## src/rtl/core_pkg.sv

```systemverilog
// rtl/core_pkg.sv - shared fetch-state and next-PC encodings plus reset defaults
//
// Purpose: types and constants shared by the fetch sequencer and execute.
// Ports: none (package).
package core_pkg;

   // Fetch controller states: request issued, response pending, instruction held for decode
   typedef enum logic [1:0] {
      S_REQ  = 2'd0,
      S_WAIT = 2'd1,
      S_HOLD = 2'd2
   } fetch_state_e;

   // Next-PC select used by execute when it muxes the redirect target
   typedef enum logic [1:0] {
      NPC_PLUS4   = 2'b00,
      NPC_PC_OFF  = 2'b01,
      NPC_RS1_OFF = 2'b10,
      NPC_JALR    = 2'b11
   } npc_sel_e;

   localparam logic [31:0] RESET_PC_DEFAULT = 32'h0000_0000;
   localparam int          CNT_W_DEFAULT    = 16;

   // Instructions are word aligned; low address bits are discarded on redirect
   function automatic logic [31:0] align_word(input logic [31:0] addr);
      return {addr[31:2], 2'b00};
   endfunction

endpackage

```

## src/rtl/sat_counter.sv

```systemverilog
// rtl/sat_counter.sv - saturating event counter with synchronous clear
//
// Purpose: counts inc pulses, sticks at all-ones, clears to zero on clr.
// Ports:
//   clk  in   clock, rising edge
//   clr  in   synchronous clear, has priority over inc
//   inc  in   count one event this cycle
//   cnt  out  current count (CNT_W bits)
module sat_counter #(
   parameter int CNT_W = 16
) (
   input  logic             clk,
   input  logic             clr,
   input  logic             inc,
   output logic [CNT_W-1:0] cnt
);

   logic [CNT_W-1:0] cnt_q;
   logic [CNT_W-1:0] cnt_d;

   always_comb begin
      cnt_d = cnt_q;
      if (clr) begin
         cnt_d = '0;
      end else if (inc && !(&cnt_q)) begin
         cnt_d = cnt_q + CNT_W'(1);
      end
   end

   always_ff @(posedge clk) begin
      cnt_q <= cnt_d;
   end

   assign cnt = cnt_q;

endmodule

```

## src/rtl/fetch_sequencer.sv

```systemverilog
// rtl/fetch_sequencer.sv - instruction fetch controller owning the program counter
//
// Purpose: issues one instruction-memory request at a time, buffers the returned
// word for decode, and applies execute-side redirects, killing any fetch in flight.
// Ports:
//   clk, rst                   clock and synchronous active-high reset
//   imem_req/imem_addr         fetch request and address (out)
//   imem_gnt/imem_rvalid/rdata memory grant, response valid and data (in)
//   br_valid/br_target         redirect pulse and target from execute (in)
//   inst_valid/inst_ready      decode handshake; inst_data/inst_pc held pair (out)
//   pc_out                     current fetch PC (registered)
//   misalign_err               one-cycle pulse for a redirect with target[1:0] != 0
//   fetch_cnt/flush_cnt        saturating delivered-instruction and redirect counts
module fetch_sequencer
   import core_pkg::*;
#(
   parameter logic [31:0] RESET_PC = RESET_PC_DEFAULT,
   parameter int          CNT_W    = CNT_W_DEFAULT
) (
   input  logic             clk,
   input  logic             rst,
   output logic             imem_req,
   output logic [31:0]      imem_addr,
   input  logic             imem_gnt,
   input  logic             imem_rvalid,
   input  logic [31:0]      imem_rdata,
   input  logic             br_valid,
   input  logic [31:0]      br_target,
   output logic             inst_valid,
   input  logic             inst_ready,
   output logic [31:0]      inst_data,
   output logic [31:0]      inst_pc,
   output logic [31:0]      pc_out,
   output logic             misalign_err,
   output logic [CNT_W-1:0] fetch_cnt,
   output logic [CNT_W-1:0] flush_cnt
);

   fetch_state_e state_q, state_d;
   logic [31:0]  pc_q, pc_d;
   logic [31:0]  inst_data_q, inst_data_d;
   logic [31:0]  inst_pc_q, inst_pc_d;
   logic         kill_q, kill_d;
   logic         misalign_q, misalign_d;
   logic         take_inst;

   always_comb begin
      state_d     = state_q;
      pc_d        = pc_q;
      inst_data_d = inst_data_q;
      inst_pc_d   = inst_pc_q;
      kill_d      = kill_q;
      misalign_d  = 1'b0;
      take_inst   = 1'b0;
      if (br_valid) begin
         // Redirect wins over every other event this cycle
         pc_d       = align_word(br_target);
         misalign_d = |br_target[1:0];
         case (state_q)
            S_REQ: begin
               // A grant in the same cycle still launches the old request; its data must die
               if (imem_gnt) begin
                  kill_d  = 1'b1;
                  state_d = S_WAIT;
               end
            end
            S_WAIT: begin
               if (imem_rvalid) begin
                  kill_d  = 1'b0;
                  state_d = S_REQ;
               end else begin
                  kill_d = 1'b1;
               end
            end
            default: begin
               kill_d  = 1'b0;
               state_d = S_REQ;
            end
         endcase
      end else begin
         case (state_q)
            S_REQ: begin
               if (imem_gnt) state_d = S_WAIT;
            end
            S_WAIT: begin
               if (imem_rvalid) begin
                  if (kill_q) begin
                     kill_d  = 1'b0;
                     state_d = S_REQ;
                  end else begin
                     inst_data_d = imem_rdata;
                     inst_pc_d   = pc_q;
                     state_d     = S_HOLD;
                  end
               end
            end
            S_HOLD: begin
               // PC only moves forward once decode has taken the instruction
               if (inst_ready) begin
                  pc_d      = pc_q + 32'd4;
                  take_inst = 1'b1;
                  state_d   = S_REQ;
               end
            end
            default: begin
               kill_d  = 1'b0;
               state_d = S_REQ;
            end
         endcase
      end
   end

   always_ff @(posedge clk) begin
      if (rst) begin
         state_q     <= S_REQ;
         pc_q        <= RESET_PC;
         inst_data_q <= '0;
         inst_pc_q   <= '0;
         kill_q      <= 1'b0;
         misalign_q  <= 1'b0;
      end else begin
         state_q     <= state_d;
         pc_q        <= pc_d;
         inst_data_q <= inst_data_d;
         inst_pc_q   <= inst_pc_d;
         kill_q      <= kill_d;
         misalign_q  <= misalign_d;
      end
   end

   sat_counter #(.CNT_W(CNT_W)) u_fetch_cnt (
      .clk (clk),
      .clr (rst),
      .inc (take_inst),
      .cnt (fetch_cnt)
   );

   sat_counter #(.CNT_W(CNT_W)) u_flush_cnt (
      .clk (clk),
      .clr (rst),
      .inc (br_valid),
      .cnt (flush_cnt)
   );

   // Request is held off while reset is asserted so nothing launches from a stale state
   assign imem_req     = (state_q == S_REQ) && !rst;
   assign imem_addr    = pc_q;
   assign inst_valid   = (state_q == S_HOLD);
   assign inst_data    = inst_data_q;
   assign inst_pc      = inst_pc_q;
   assign pc_out       = pc_q;
   assign misalign_err = misalign_q;

endmodule

```

## config.mk

```make
export PLATFORM = sky130hd
export DESIGN_NAME = fetch_sequencer
export DESIGN_NICKNAME = d
export VERILOG_FILES = /design/src/rtl/core_pkg.sv /design/src/rtl/sat_counter.sv /design/src/rtl/fetch_sequencer.sv
export SDC_FILE = /design/constraint.sdc
export NUM_CORES = 1
export LEC_CHECK = 0
export ABC_AREA = 1
export CORE_MARGIN = 2
export CORE_UTILIZATION = 46
export CTS_BUF_LIST = sky130_fd_sc_hd__clkbuf_8
export DETAILED_ROUTE_END_ITERATION = 10
export PLACE_DENSITY = 0.86
export SYNTH_ARGS = -nofsm -noshare
export SYNTH_HDL_FRONTEND = slang
export SYNTH_HIERARCHICAL = 1
export SYNTH_SLANG_ARGS = --single-unit
export TNS_END_PERCENT = 50
```

## constraint.sdc

```tcl
create_clock -name clk -period 3.05 [get_ports clk]
set_input_delay 0.61 -clock clk [delete_from_list [all_inputs] [get_ports clk]]
set_output_delay 0.61 -clock clk [all_outputs]
set_load 0.02 [all_outputs]
```

==> results by group, run 1 <==
Clocking
  • CTS root buf: clkbuf_8
  • Cts bufs inserted: 17
  • CTS resizes: 0
  • Clock sink total: 128
  • Clock latency on the worst-skew pair: between 400 and 500 ps
  • CTS tree: yes
  • Htree depth: 4
  • Hold_buf cts: 0
  • Clock transition at the registers of the reported paths: 70 ps
  • CTS max path bufs: 2
  • Setup bufs post-CTS: 0

Power
  • Cell Pwr Density: about 430 nW/µm²
  • Switching share of total power: 26.40%
  • Logic pwr share: 14.8%
  • Clock Power Share: about two fifths
  • Sw Pwr: 1.051 mW
  • Leak: 3.392 nW
  • Peak supply drop: 0.2291 mV
  • Flop pwr share: ~45%
  • Internal power: approximately 2.9 mW

Min path
  • Hold path startpoint: inst_pc[18]
  • Hold Path Class: flop to flop

Worst setup path
  • WP depth: 3
  • Worst path top cell family by delay: buffers and inverters
  • CP peak stage delay: 650 ps
  • Worst R2R Start: imem_addr[3]
  • Worst reg2reg path depth: 9
  • Worst Setup SP: rst
  • Crit path to: imem_req
  • Reg2Reg Setup Slack: 1240 ps
  • Type of origin of the critical path: input pin
  • Slowest-stage cell, CP: clkdlybuf4s50_1
  • Critical path's most frequent cell: clkdlybuf4s50_1
  • Worst path required time: 2440 ps
  • WP data arrival: 1830 ps
  • Crit path kind: input pin to output port
  • Crit. End Element: output port
  • Maximum fanout along the worst path: 2
  • CP Cell Sequence: clkdlybuf4s50_1 > nor3_1 > clkdlybuf4s50_1
  • Worst reg2reg endpoint: imem_addr[28]
  • CP bufs+invs: 2

Floorplan
  • Core area: around 14,000 µm²
  • Row Count: 43
  • Die area: 15,430 µm²
  • Die W: about 120 µm
  • Die Ht: roughly 120 µm
  • Initial Utilization: 47.52%
  • I/O Pins: between 200 and 250

Synth
  • Synth cell types: 39
  • Sequential fraction of the synthesis area: 38.55%
  • Cells after Synth: 966
  • Number of synthesized flops with an enable pin: 0
  • Synthesized cell area: 6648 µm²
  • Ys async rst share: 0%
  • Top_reg_cell synth: dfxtp_1
  • #FFs+latches synth: 128
  • Synth warn: 6
  • Mean Syn Cell Area: between 6 and 7 µm²

Timing
  • RSZ-0062 raised after global routing: false
  • Slew headroom: a little under three fifths
  • Max Transition Viols Final: 0
  • Final Cycle Share: approximately four fifths
  • WHS: between 400 and 500 ps
  • Clock skew: 7.870 ps
  • Final TNS setup: 0 ps
  • Slew @ Worst Pin: 637.8 ps
  • # setup viols final: 0
  • Final hold violation count: 0
  • Final min period: 2444 ps
  • Fmax: between 400 and 500 MHz

Outcome
  • Status: finished clean

Routing
  • Final WL: 19,970 µm
  • Average vias per placed instance: 5.099
  • Via count: 6,873
  • Initial DRC count: 423
  • Final antenna-violating net count: 0
  • DRC violations left: 0
  • WL per Instance: 14.82 µm
  • DR pass1 iterations: 5

Cells and area
  • Multi-input logic area: ~3300 µm²
  • Most frequent cells in the layout: clkdlybuf4s50_1 (225), nor2_1 (199), nand2_1 (169)
  • Fill count: 1,227
  • Register area: ~2600 µm²
  • Most common cell after layout, fill and taps aside: clkdlybuf4s50_1
  • Area Growth Syn to Fin: 38.64%
  • Layout cells sized above 1: 9.169%
  • Finished Layout Cells: 1,348
  • Post-Layout Inst Area: ~9200 µm²
  • Final nets: 1,228

GRT
  • GRT Util Overall: 25.79%
  • Initial antenna violation count: 1
  • Largest net degree at the start of global routing: 43
  • Vias in the first global route: roughly 6,500
  • Congestion Overflow GR: 0
  • First-pass GRT wire length: 32,380 µm

Run
  • Max Cap Violations: 0

Place
  • Routability Congestion: slightly below 0.9
  • Hpwl dp: approximately 15,000 µm
  • Dpl cells: 1,316
  • Port bufs: 226
  • Area post-placement: 8785 µm²
==> power by group through the flow <==
stage / combinational (mW) / sequential [mW] / clock (mW)
floorplan: 0.261 / 1.88 / 0
global placement: 0.581 / 1.83 / 0
detailed placement: 0.589 / 1.83 / 0
CTS: 0.592 / 1.79 / 1.63
global route: 0.638 / 1.80 / 1.71
finish: 0.589 / 1.79 / 1.60
==> state kept, by name, indices dropped and copies added, names as in the netlist <==
name,flops
imem_addr,30
inst_data,32
inst_pc,30
kill_q,1
misalign_err,1
state_q,2
u_fetch_cnt/cnt,16
u_flush_cnt/cnt,16
==> worst min-delay path, cell delays in order (launching register included) <==
cell and delay [ps]:
dfxtp_1 330, nor2_1 50, nor2_1 80
==> layer usage <==
metal | part of all wire, % | wire, µm | track usage (%) | up-vias
met5 | 0 | 0 | 0 | -
met4 | 2.2 | 447 | 10.24 | 0
met3 | 9.6 | 1923 | 8.821 | 32
met2 | 47 | 9420 | 42.85 | 267
met1 | 41 | 8183 | 30.57 | 3123
li1 | - | - | - | 3451
==> layout make-up <==
cell class                 count  area share (%)
timing repair buffer         236           25.58
clock buffer                  19           2.837
sequential                   128           27.80
clock inverter                12           1.819
multi-input combinational    689           36.06
inverter                      83           3.435
tap                          180           2.444
antenna                        1         0.02715
==> Yosys cell counts, types with 2 or more instances <==
cell | count | area [µm²]
o21ai_2 | 3 | 26.28
a21oi_1 | 67 | 335.3
a211oi_1 | 2 | 15.01
clkbuf_4 | 2 | 15.01
nand4_4 | 2 | 42.54
nand2_2 | 17 | 106.4
inv_4 | 2 | 12.51
nand3b_1 | 3 | 22.52
nor3_1 | 6 | 30.03
buf_4 | 39 | 292.8
nor2_1 | 199 | 747.0
buf_2 | 10 | 50.05
dfxtp_1 | 128 | 2562
nand4_1 | 6 | 37.54
a21oi_2 | 5 | 43.79
a31oi_1 | 6 | 37.54
clkbuf_1 | 13 | 48.80
nor2_2 | 6 | 37.54
inv_2 | 7 | 26.28
a22o_1 | 2 | 17.52
buf_6 | 4 | 45.04
buf_1 | 2 | 7.510
nor2_4 | 16 | 180.2
o21ai_1 | 12 | 60.06
nand3_1 | 57 | 285.3
nand2_1 | 169 | 634.4
nor2_8 | 3 | 60.06
ha_1 | 3 | 37.54
xor2_1 | 2 | 17.52
nand3_2 | 6 | 60.06
o21ai_0 | 87 | 435.4
inv_1 | 73 | 274.0
==> metrics by stage <==
| step | util [%] | total power, mW | setup slack [ps] |
|---|---|---|---|
| finish | 65.89 | 3.981 | 605.8 |
| global route | 65.87 | 4.146 | 544.4 |
| CTS | 65.87 | 4.010 | 604.2 |
| detailed placement | 62.80 | 2.420 | 604.2 |
| global placement | 62.80 | 2.410 | 597.4 |
| floorplan | - | 2.145 | 1081 |
==> cell families after synthesis <==
group,share of synthesized area (%)
AO/OA/AOI/OAI,14.85
XOR/XNOR,0.3953
adder cells (fa/ha/maj),0.5647
buffers and inverters,11.74
flip-flops,38.55
other,0.05641
AND/OR/NAND/NOR,33.84
==> how the worst min path moves through the flow <==
| stage | slack (ps) | cells past startpoint | endpoint |
|---|---|---|---|
| 2_1_floorplan | 450 | 2 | kill_q |
| 3_3_place_gp | 460 | 2 | inst_pc[3] |
| 3_5_place_dp | 470 | 2 | inst_pc[18] |
| 4_1_cts | 490 | 2 | inst_pc[18] |
| 5_1_grt | 500 | 2 | inst_data[7] |
| 6_report | 480 | 2 | inst_pc[18] |
No activity file was read; power rests on OpenSTA's default activity.
==> run 2, diff against run 1 <==
==> constraint.sdc (replaced) <==
create_clock -name clk -period 2.3 [get_ports clk]
set_input_delay 0.46 -clock clk [delete_from_list [all_inputs] [get_ports clk]]
set_output_delay 0.46 -clock clk [all_outputs]
set_load 0.02 [all_outputs]
==> run 2 against run 1 <==
Against the previous run:
- combinational power grew 34%
- core utilization grew 0.54 points
- sequential share of layout area shrank 0.22 points
- wire length shrank 0.42%
- count of clock-buffer cells in the layout grew 1
- cell count grew 0.22%
- worst setup slack lost 480 ps
- non-clock buffer count grew 4
- sequential power grew 33%
- critical endpoint is now inst_valid
==> results by group, run 2 (synthesis gave the netlist of run 1 again) <==
Clocking
  • CTS max path bufs: 2
  • CTS tree: yes
  • Hold_buf cts: 0
  • Clock transition at the registers of the reported paths: 70 ps
  • CTS root buf: clkbuf_8
  • Clock latency on the worst-skew pair: 450 ps
  • Cts bufs inserted: 17
  • Htree depth: 4
  • Clock sink total: approximately 130

Worst setup path
  • Crit. End Element: output port
  • Slowest-stage cell, CP: clkdlybuf4s50_1
  • Maximum fanout along the worst path: 4
  • Type of origin of the critical path: flop
  • Crit path kind: flop to output port
  • CP bufs+invs: 2
  • WP data arrival: between 1500 and 2000 ps
  • Worst path required time: about 1800 ps
  • Worst path top cell family by delay: buffers and inverters
  • CP Cell Sequence: nand2_2 > inv_1 > clkdlybuf4s50_1
  • CP peak stage delay: approximately 630 ps

Timing
  • Slew @ Worst Pin: 527.0 ps
  • Final hold violation count: 0
  • Max Transition Viols Final: 0
  • Final Cycle Share: 94.57%
  • # setup viols final: 0
  • Fmax: 459.7 MHz
  • Slew headroom: 64.65%
  • RSZ-0062 raised after global routing: false
  • Clock skew: 9.101 ps
  • WHS: 391.8 ps
  • Final TNS setup: 0 ps
  • Final min period: 2175 ps

Place
  • Hpwl dp: 14,860 µm
  • Area post-placement: roughly 9000 µm²
  • Dpl cells: between 1,000 and 1,500
  • Routability Congestion: approximately 0.9
  • Port bufs: 226

Routing
  • Final WL: 19,890 µm
  • Final antenna-violating net count: 0
  • Initial DRC count: roughly 450
  • DR pass1 iterations: 6
  • Via count: 6,891
  • WL per Instance: 14.72 µm
  • Average vias per placed instance: ~5.1
  • DRC violations left: 0

Run
  • Max Cap Violations: 0

GRT
  • GRT Util Overall: between 20% and 30%
  • Vias in the first global route: 6,237
  • Congestion Overflow GR: 0
  • Largest net degree at the start of global routing: 57
  • Initial antenna violation count: 0
  • First-pass GRT wire length: 31,560 µm

Cells and area
  • Area Growth Syn to Fin: 39.77%
  • Antenna cells: 0
  • Most common cell after layout, fill and taps aside: clkdlybuf4s50_1
  • Layout cells sized above 1: 9.564%
  • Post-Layout Inst Area: 9291 µm²
  • Final nets: around 1,200
  • Max FFs per register: 32
  • Most frequent cells in the layout: clkdlybuf4s50_1 (224), nor2_1 (199), nand2_1 (169)
  • Fill count: 1,220
  • Finished Layout Cells: 1,351

Floorplan
  • I/O Pins: roughly 230
  • Die area: 15,430 µm²
  • Row Count: 43
  • Die Ht: around 120 µm
  • Initial Utilization: 47.52%
  • Die W: 124.2 µm
  • Core area: roughly 14,000 µm²

Power
  • Final Power: approximately 5.4 mW
  • Peak supply drop: 0.4276 mV
  • Leak: 3.444 nW
  • Cell Pwr Density: 584.6 nW/µm²

Min path
  • Hold Path Class: input pin to flop

Outcome
  • Status: finished clean
-- run 2: routing by layer --
metal	vias to the layer above	share of wire (%)	track usage, %
li1	3454	-	-
met3	19	9.1	9.165
met5	-	0	0
met1	3155	42	30.32
met4	0	1.2	6.742
met2	263	48	42.37
-- run 2: final timing paths --
kind	to	start	depth (start not counted)	slack, ps
worst min-delay path	imem_addr[3]	br_valid	3	390
worst min register to register	inst_data[27]	inst_data[27]	2	490
worst max register to register	imem_addr[24]	imem_addr[3]	10	580
worst max-delay path	inst_valid	state_q[1]	3	120
-- run 2: area by class of cell --
cell class / count / area (µm²) / area share [%]
multi-input cells: 689 / 3323 / 35.77
inverters: 83 / 316.6 / 3.407
well taps: 180 / 225.2 / 2.424
flip-flops and latches: 128 / 2562 / 27.58
clock buffers: 20 / 275.3 / 2.963
clock inverters: 11 / 186.4 / 2.006
repair buffers: 240 / 2402 / 25.86
-- run 2: worst min-delay path, cell delays in order --
cell	delay, ps
buf_2	180
nand2_1	80
a31oi_1	80
-- run 2: through the flow --
stage / utilization (%) / setup slack [ps]
3_5_place_dp: 63.10 / 39.04
2_1_floorplan: - / 480.7
3_3_place_gp: 63.10 / 50.78
6_report: 66.42 / 124.8
5_1_grt: 66.42 / 27.99
4_1_cts: 66.40 / 39.04
-- run 2: power by group --
group	leakage (nW)	switching, mW	internal [mW]
sequential	1.04	0.0840	2.29
combinational	2.17	0.411	0.378
clock	0.228	0.902	1.36
total	3.44	1.40	4.03
-- run 2: what timing repair did --
| action | 4_1_cts | 5_1_grt |
|---|---|---|
| resized for setup | 0 | 1 |
| setup buffers | 0 | 0 |
| endpoints found under the setup margin | 0 | 1 |
==> run 3, diff against run 2 <==
--- a/config.mk
+++ b/config.mk
@@ -8,8 +8,9 @@
 export ABC_AREA = 1
 export CORE_MARGIN = 2
 export CORE_UTILIZATION = 46
-export CTS_BUF_LIST = sky130_fd_sc_hd__clkbuf_8
+export CTS_CLUSTER_DIAMETER = 30
 export DETAILED_ROUTE_END_ITERATION = 10
+export GPL_ROUTABILITY_DRIVEN = 0
 export PLACE_DENSITY = 0.86
 export SYNTH_ARGS = -nofsm -noshare
 export SYNTH_HDL_FRONTEND = slang
==> run 3 against run 2 <==
Against the previous run:
- worst setup slack gained 19 ps
- core utilization grew 1.0 points
- register-to-register slack lost 90 ps
- wire length grew 2.9%
- die area is the same
- critical path type unchanged
- critical endpoint is now pc_out[4]
==> results by group, run 3 (synthesis gave the netlist of run 1 again) <==
Outcome
  • Status: finished clean

Timing
  • # setup viols final: 0
  • Slew @ Worst Pin: 539.9 ps
  • Final hold violation count: 0
  • Final min period: 2157 ps
  • Fmax: 463.7 MHz
  • RSZ-0062 raised after global routing: false
  • Clock skew: a little under 9 ps
  • Slew headroom: 63.79%
  • Max Transition Viols Final: 0
  • Final Cycle Share: a little over nine tenths
  • Final TNS setup: 0 ps

Worst setup path
  • Worst Setup SP: imem_addr[4]
  • Crit path kind: flop to output port
  • Worst reg2reg path depth: 7
  • Crit path to: pc_out[4]
  • Type of origin of the critical path: flop
  • WP data arrival: 1700 ps
  • Worst path top cell family by delay: buffers and inverters
  • Maximum fanout along the worst path: 8
  • Crit. End Element: output port
  • Slowest-stage cell, CP: clkdlybuf4s50_1
  • Worst path required time: roughly 1800 ps
  • Worst R2R Start: imem_addr[4]
  • Reg2Reg Setup Slack: slightly below 500 ps
  • CP Cell Sequence: clkdlybuf4s50_1
  • Worst reg2reg endpoint: imem_addr[19]
  • WP depth: 1
  • CP bufs+invs: 1
  • CP peak stage delay: 720 ps

Routing
  • DRC violations left: 0
  • Initial DRC count: between 500 and 600
  • Via count: between 6,000 and 7,000
  • DR pass1 iterations: 5
  • Final WL: 20,470 µm
  • Final antenna-violating net count: 0
  • WL per Instance: 15.16 µm
  • Average vias per placed instance: about 5

GRT
  • Initial antenna violation count: 0
  • Vias in the first global route: between 6,000 and 7,000
  • Largest net degree at the start of global routing: 87
  • First-pass GRT wire length: 32,180 µm
  • Congestion Overflow GR: 0
  • GRT Util Overall: 25.69%

Cells and area
  • Most common cell after layout, fill and taps aside: clkdlybuf4s50_1
  • Antenna cells: 0
  • Final nets: 1,230
  • Area Growth Syn to Fin: 41.90%
  • Max FFs per register: 32
  • Layout cells sized above 1: 9.487%
  • Most frequent cells in the layout: clkdlybuf4s50_1 (224), nor2_1 (199), nand2_1 (169)
  • Post-Layout Inst Area: 9433 µm²

Clocking
  • Setup bufs post-CTS: 0
  • Cts bufs inserted: 17
  • Clock latency on the worst-skew pair: 430 ps
  • Clock sink total: 128
  • Clock transition at the registers of the reported paths: 60 ps
  • Htree depth: 4
  • CTS tree: yes
  • Hold_buf cts: 0
  • CTS max path bufs: 2
  • CTS root buf: clkbuf_16

Floorplan
  • Die Ht: 124.2 µm
  • Core area: 13,990 µm²
  • Initial Utilization: about 48%
  • Die W: roughly 120 µm
  • Die area: 15,430 µm²
  • Row Count: 43
  • I/O Pins: 233

Min path
  • Hold Path Class: flop to flop

Run
  • Max Cap Violations: 0

Power
  • Final Power: 6.041 mW
  • Cell Pwr Density: 640.4 nW/µm²
  • Peak supply drop: 0.6220 mV
  • Leak: 3.502 nW

Place
  • Port bufs: 226
  • Hpwl dp: 14,750 µm
  • Area post-placement: between 8000 and 9000 µm²
[run 3: changes by cell type in the layout (fill, tap and decap cells not counted)]
| cell | previous run | this run |
|---|---|---|
| buf_12 | 3 | 2 |
| buf_4 | 11 | 10 |
| bufinv_16 | 5 | 4 |
| clkbuf_1 | 0 | 1 |
| clkbuf_16 | 0 | 17 |
| clkbuf_8 | 20 | 1 |
| clkinv_4 | 0 | 4 |
| inv_1 | 73 | 72 |
[run 3: timing repair]
action | 4_1_cts | 5_1_grt
endpoints found under the hold margin | 0 | 0
setup endpoints to repair | 0 | 1
gates resized for setup | 0 | 1
[run 3: cell type report]
class	count	area, µm²
clock buffers	19	442.9
clock inverters	13	187.7
fillers	1196	4556
inverters	83	316.6
multi-input cells	689	3323
flip-flops and latches	128	2562
well taps	180	225.2
repair buffers	238	2375
[run 3: worst min-delay path by stage]
stage	from	to	slack [ps]	cells after the start
2_1_floorplan	kill_q	kill_q	450	2
3_3_place_gp	inst_data[15]	inst_data[15]	460	2
3_5_place_dp	inst_data[23]	inst_data[23]	470	2
4_1_cts	inst_data[23]	inst_data[23]	490	2
5_1_grt	inst_data[23]	inst_data[23]	500	2
6_report	inst_data[24]	inst_data[24]	480	2
[run 3: layer usage]
layer,share of wire [%],global-route usage [%],vias up
met1,40,30.84,3154
li1,-,-,3452
met2,48,43.17,286
met5,0,0,-
met4,1.6,8.262,0
met3,9.9,8.778,29
[run 3: through the flow]
| stage | cells | setup slack, ps | utilization, % | hold WS, ps |
|---|---|---|---|---|
| after CTS | 1350 | 10.61 | 67.42 | 485.6 |
| after global placement | 1318 | 49.37 | 62.91 | 460.9 |
| after detailed placement | 1318 | 10.61 | 62.91 | 471.9 |
| after floorplan | 971 | 480.7 | - | 452.3 |
| after global routing | 1350 | 90.33 | 67.43 | 499.3 |
| final | 1350 | 143.3 | 67.43 | 481.0 |
[run 3: where the power goes]
group	leakage, nW	internal, mW	total, mW	switching (mW)
combinational	2.16	0.375	0.787	0.411
sequential	1.04	2.30	2.38	0.0860
clock	0.299	1.84	2.87	1.03
